### config.mk
export PLATFORM = sky130hd
export DESIGN_NAME = cgia_bus_arbiter
export DESIGN_NICKNAME = d
export VERILOG_FILES = /design/src/rtl/cgia_bus_arbiter.sv
export SDC_FILE = /design/constraint.sdc
export NUM_CORES = 1
export LEC_CHECK = 0
export ABC_CLOCK_PERIOD_IN_PS = 1900
export BUFFER_PORTS_ARGS = -buffer_cell sky130_fd_sc_hd__buf_2
export CORE_UTILIZATION = 33
export CTS_CLUSTER_DIAMETER = 60
export DETAILED_ROUTE_END_ITERATION = 12
export GPL_ROUTABILITY_DRIVEN = 0
export HOLD_SLACK_MARGIN = 0.02
export PLACE_DENSITY = 0.8
export SYNTH_ARGS = -nofsm -noshare
export SYNTH_HDL_FRONTEND = slang
export SYNTH_SLANG_ARGS = --single-unit
### constraint.sdc
create_clock -name clk_i -period 1.9 [get_ports clk_i]
set_input_delay 0.285 -clock clk_i [delete_from_list [all_inputs] [get_ports clk_i]]
set_output_delay 0.285 -clock clk_i [all_outputs]
set_load 0.01 [all_outputs]
### src/rtl/cgia_bus_arbiter.sv
// Two-master shared-bus arbiter: video fetcher and CPU share one memory port.
// Video wins ties; a waiting CPU is forced in after BURST_MAX video words.
module cgia_bus_arbiter #(
    parameter int unsigned ADR_W     = 23,
    parameter int unsigned BURST_MAX = 8
) (
    input  logic             clk_i,
    input  logic             reset_ni,
    input  logic             v_cyc_i,
    input  logic [ADR_W-1:0] v_adr_i,
    output logic             v_ack_o,
    input  logic             c_cyc_i,
    input  logic             c_stb_i,
    input  logic             c_we_i,
    input  logic [ADR_W-1:0] c_adr_i,
    input  logic [15:0]      c_dat_i,
    input  logic [1:0]       c_sel_i,
    output logic             c_ack_o,
    output logic             m_cyc_o,
    output logic             m_stb_o,
    output logic             m_we_o,
    output logic [ADR_W-1:0] m_adr_o,
    output logic [15:0]      m_dat_o,
    output logic [1:0]       m_sel_o,
    input  logic             m_ack_i,
    output logic [1:0]       grant_o
);

    localparam int unsigned CNT_W = $clog2(BURST_MAX + 1);

    localparam logic [1:0] ST_IDLE = 2'b00;
    localparam logic [1:0] ST_VID  = 2'b01;
    localparam logic [1:0] ST_CPU  = 2'b10;

    localparam logic [CNT_W-1:0] CNT_MAX  = CNT_W'(BURST_MAX);
    localparam logic [CNT_W-1:0] CNT_LAST = CNT_W'(BURST_MAX - 1);

    logic [1:0]       state_q,     state_d;
    logic             cpu_prio_q,  cpu_prio_d;
    logic [CNT_W-1:0] burst_cnt_q, burst_cnt_d;

    // State register with synchronous reset
    always_ff @(posedge clk_i) begin
        if (!reset_ni) begin
            state_q     <= ST_IDLE;
            cpu_prio_q  <= 1'b0;
            burst_cnt_q <= '0;
        end else begin
            state_q     <= state_d;
            cpu_prio_q  <= cpu_prio_d;
            burst_cnt_q <= burst_cnt_d;
        end
    end

    // Next-state logic; every ownership change passes through IDLE
    always_comb begin
        state_d     = state_q;
        cpu_prio_d  = cpu_prio_q;
        burst_cnt_d = burst_cnt_q;
        case (state_q)
            ST_IDLE: begin
                if (cpu_prio_q && c_cyc_i) begin
                    state_d = ST_CPU;
                end else if (v_cyc_i) begin
                    state_d = ST_VID;
                end else if (c_cyc_i) begin
                    state_d = ST_CPU;
                end
            end
            ST_VID: begin
                if (v_cyc_i && m_ack_i && c_cyc_i && (burst_cnt_q != CNT_MAX)) begin
                    burst_cnt_d = burst_cnt_q + CNT_W'(1);
                end
                if (!v_cyc_i) begin
                    state_d = ST_IDLE;
                end else if (m_ack_i && c_cyc_i && (burst_cnt_q == CNT_LAST)) begin
                    // Preempt between words; the fetcher stalls with cyc still high
                    state_d    = ST_IDLE;
                    cpu_prio_d = 1'b1;
                end
            end
            ST_CPU: begin
                if (!c_cyc_i) begin
                    state_d = ST_IDLE;
                end
            end
            default: state_d = ST_IDLE;
        endcase
        if ((state_d == ST_CPU) && (state_q != ST_CPU)) begin
            cpu_prio_d  = 1'b0;
            burst_cnt_d = '0;
        end
    end

    // Bus mux; acks are gated by the owner's cyc and suppressed while in reset
    always_comb begin
        m_cyc_o = 1'b0;
        m_stb_o = 1'b0;
        m_we_o  = 1'b0;
        m_adr_o = '0;
        m_dat_o = '0;
        m_sel_o = '0;
        v_ack_o = 1'b0;
        c_ack_o = 1'b0;
        case (state_q)
            ST_VID: begin
                m_cyc_o = v_cyc_i;
                m_stb_o = v_cyc_i;
                m_sel_o = 2'b11;
                m_adr_o = v_adr_i;
                v_ack_o = m_ack_i & v_cyc_i & reset_ni;
            end
            ST_CPU: begin
                m_cyc_o = c_cyc_i;
                m_stb_o = c_cyc_i & c_stb_i;
                m_we_o  = c_we_i;
                m_adr_o = c_adr_i;
                m_dat_o = c_dat_i;
                m_sel_o = c_sel_i;
                c_ack_o = m_ack_i & c_cyc_i & reset_ni;
            end
            default: ;
        endcase
    end

    assign grant_o = state_q;

endmodule

==> metrics <==
result of the run=complete, but fails checks; violations in the final reports=DRC; final setup violation count=0; chip height=57.3 microns; worst voltage drop across the vdd grid=0.331 mV; layout overhead on the synthesized area=65.9%; internal reg-to-reg setup slack=0.21 ns; vias=1414; number of nets in the layout=331; number of clock sinks=7; post-CTS setup repair buffer count=0; fraction of final layout cells with drive strength greater than 1=51.4%; number of hold violations in the final report=0; final worst clock skew=0.00949 ns; Post-Place Worst Slack=0.183 ns; worst reg2reg path depth=6; kind of critical path=register to output port; global-route wire length before repair=4.95 mm; share of async-settable or async-resettable flops after synthesis=0%; horizontal die dimension=57.3 microns; synth warn=0; area enclosed by the die boundary=0.00328 sq mm; Site Rows=19; cts bufs inserted=3; capturing point of the worst reg2reg path=burst_cnt_q[3]; Max FO, Critical Path=6; Ant. Diodes=0; Critical Path Source Type=register; required time reported for the critical path endpoint=1.62 ns; main flop type after synthesis=sky130_fd_sc_hd__dfxtp_1; launching point of the worst reg2reg path=grant_o[1]; Seq cells post-synth=7; setup repair after global routing missed its margin=true; part of the cycle the worst path needs=95.8%; Hold Crit Endpoint=cpu_prio_q; area of all placed cells without fillers=0.00167 sq mm; worst min-delay path startpoint=reset_ni; total track usage=18.8%; sum of net half-perimeters after detailed placement=2.66 mm; sort of element at the end of the critical path=output port; core region area=0.00283 sq mm; power density relative to cell area=363 mW/mm^2; per-cell via count in the routed design=4.98; routed length per instance=11.9 microns; deepest clock path buffer count=2; clock-pin slew reported for the worst setup and hold paths after clock tree synthesis=0.06 ns; static power due to leakage=0.877 nW; post-synth top area cell=sky130_fd_sc_hd__a22oi_1; residual antenna-violating net count after detailed routing=0; worst setup slack after layout=0.0794 ns; number of remaining DRC errors=10; clock insertion delay at the later pin of the skew report=0.26 ns; DRT iter0 DRCs=93; Mapped Avg Cell Area=7.31 sq um; crit path DAT=1.54 ns; via count of the first global-routing pass=1161; aggregate routed wire length=3.38 mm; Post-Syn Instances=138; number of buffers added to fix hold violations after cts=0; placed instance area=0.00161 sq mm; pin count of the biggest net entering global routing=44; count of TritonRoute iterations in the first routing pass=11; worst rel slew slack=71.7%; sequential cell area fraction in the yosys report=13.9%; top-level I/O count=119; number of H-tree levels=1; count of unique library cells instantiated by Yosys=31; fraction of synthesized cell area taken by the top area cell type=17.1%; most frequent cells in the layout=118 x sky130_fd_sc_hd__buf_2, 26 x sky130_fd_sc_hd__nor2b_1, 23 x sky130_fd_sc_hd__a22oi_1; most frequent standard cell in the layout excluding fill and tap cells=sky130_fd_sc_hd__buf_2; initial antenna violation count=0; maximum clock frequency=549 MHz; transition time at the pin with the least slew margin=0.421 ns; number of max-slew violations in the final report=0; port bufs=118; root buf cell=sky130_fd_sc_hd__clkbuf_4; count of flip-flops with a built-in enable after synthesis=0; overflow left after global routing=0; post-synthesis cell area=0.00101 sq mm; Hold Path Class=primary input to register; Worst Setup SP=grant_o[0]; nets in the synthesized netlist=215; worst hold path depth=3; max-cap check violation count=0; initial cell density of the core=35.6%; synth top area cells=sky130_fd_sc_hd__a22oi_1 17%, sky130_fd_sc_hd__nor2b_1 16%, sky130_fd_sc_hd__dfxtp_1 14%; clock tree from TritonCTS=yes; final critical path time including I/O delays and setup=1.82 ns
-- flip-flops by register name (all words and copies together) (netlist names) --
register and count:
grant_o 2, cpu_prio_q 1, burst_cnt_q 4
-- cells by family after synthesis --
| family | count (synthesis) | share of synthesized area [%] |
|---|---|---|
| AND/OR/NAND/NOR | 58 | 33.9 |
| AO/OA/AOI/OAI | 47 | 34.9 |
| buffers and inverters | 17 | 7.20 |
| flip-flops | 7 | 13.9 |
| adder cells (fa/ha/maj) | 6 | 7.44 |
| XOR/XNOR | 2 | 1.74 |
| multiplexers | 1 | 0.993 |
-- per-stage QoR --
step	std cells	hold WS (ns)	TNS, ns	total power [W]	utilization [%]
global route	284	0.330	-0.0367	0.000644	59.1
finish	284	0.318	0	0.000608	59.1
detailed placement	280	0.556	0	0.000457	57.1
CTS	284	0.319	0	0.000595	58.2
floorplan	138	0.423	0	0.000329	-
global placement	280	0.538	0	0.000454	57.1
-- critical path: stages, from the launching register on --
cell and delay, ns:
sky130_fd_sc_hd__dfxtp_2 0.35, sky130_fd_sc_hd__inv_1 0.11, sky130_fd_sc_hd__ha_2 0.22, sky130_fd_sc_hd__nand2_1 0.15, sky130_fd_sc_hd__a21boi_2 0.18, sky130_fd_sc_hd__nor2b_1 0.14, sky130_fd_sc_hd__buf_2 0.14
-- synthesized netlist by cell type (2+ instances only) --
cell,n
sky130_fd_sc_hd__inv_1,7
sky130_fd_sc_hd__o21a_1,2
sky130_fd_sc_hd__and2_1,17
sky130_fd_sc_hd__buf_1,2
sky130_fd_sc_hd__o21ai_0,3
sky130_fd_sc_hd__a21oi_1,6
sky130_fd_sc_hd__a211oi_1,3
sky130_fd_sc_hd__nand2b_1,2
sky130_fd_sc_hd__dfxtp_1,7
sky130_fd_sc_hd__nand4_1,2
sky130_fd_sc_hd__ha_1,6
sky130_fd_sc_hd__a31oi_1,3
sky130_fd_sc_hd__a22oi_1,23
sky130_fd_sc_hd__nor2_1,3
sky130_fd_sc_hd__nand2_1,5
sky130_fd_sc_hd__xnor2_1,2
sky130_fd_sc_hd__clkbuf_1,6
sky130_fd_sc_hd__nor2b_1,26
-- metal layers --
| layer | up-vias | GRT usage [%] | wire, microns |
|---|---|---|---|
| met3 | 6 | 2.04 | 279 |
| li1 | 722 | - | - |
| met4 | 0 | 5.92 | 47 |
| met5 | - | 0 | 0 |
| met1 | 607 | 22.5 | 1420 |
| met2 | 79 | 35.0 | 1640 |
-- timing repair --
item                       CTS  global route
setup endpoints to repair   26            26
gates resized for setup      2             9
gates cloned                 0             0
-- how the worst max path moves through the flow --
| stage | depth (start not counted) | slack (ns) | endpoint |
|---|---|---|---|
| 2_1_floorplan | 6 | 0.10 | m_stb_o |
| 3_3_place_gp | 6 | 0.25 | m_adr_o[6] |
| 3_5_place_dp | 6 | 0.18 | m_adr_o[14] |
| 4_1_cts | 6 | 0.02 | m_adr_o[14] |
| 5_1_grt | 6 | -0.03 | m_stb_o |
| 6_report | 6 | 0.08 | m_stb_o |
-- report_power, final --
part,leakage [nW],switching (W),internal [W]
combinational,0.805,0.000149,0.000162
sequential,0.0575,0.00000528,0.000152
clock,0.0150,0.0000598,0.0000804
total,0.877,0.000214,0.000394
-- area by class of cell --
class,count,area (sq um)
well taps,31,38.8
inverters,7,26.3
fillers,262,1160
multi-input cells,114,802
flip-flops and latches,7,143
repair buffers,121,637
clock buffers,4,26.3
Power figures use the tool's default switching activity.
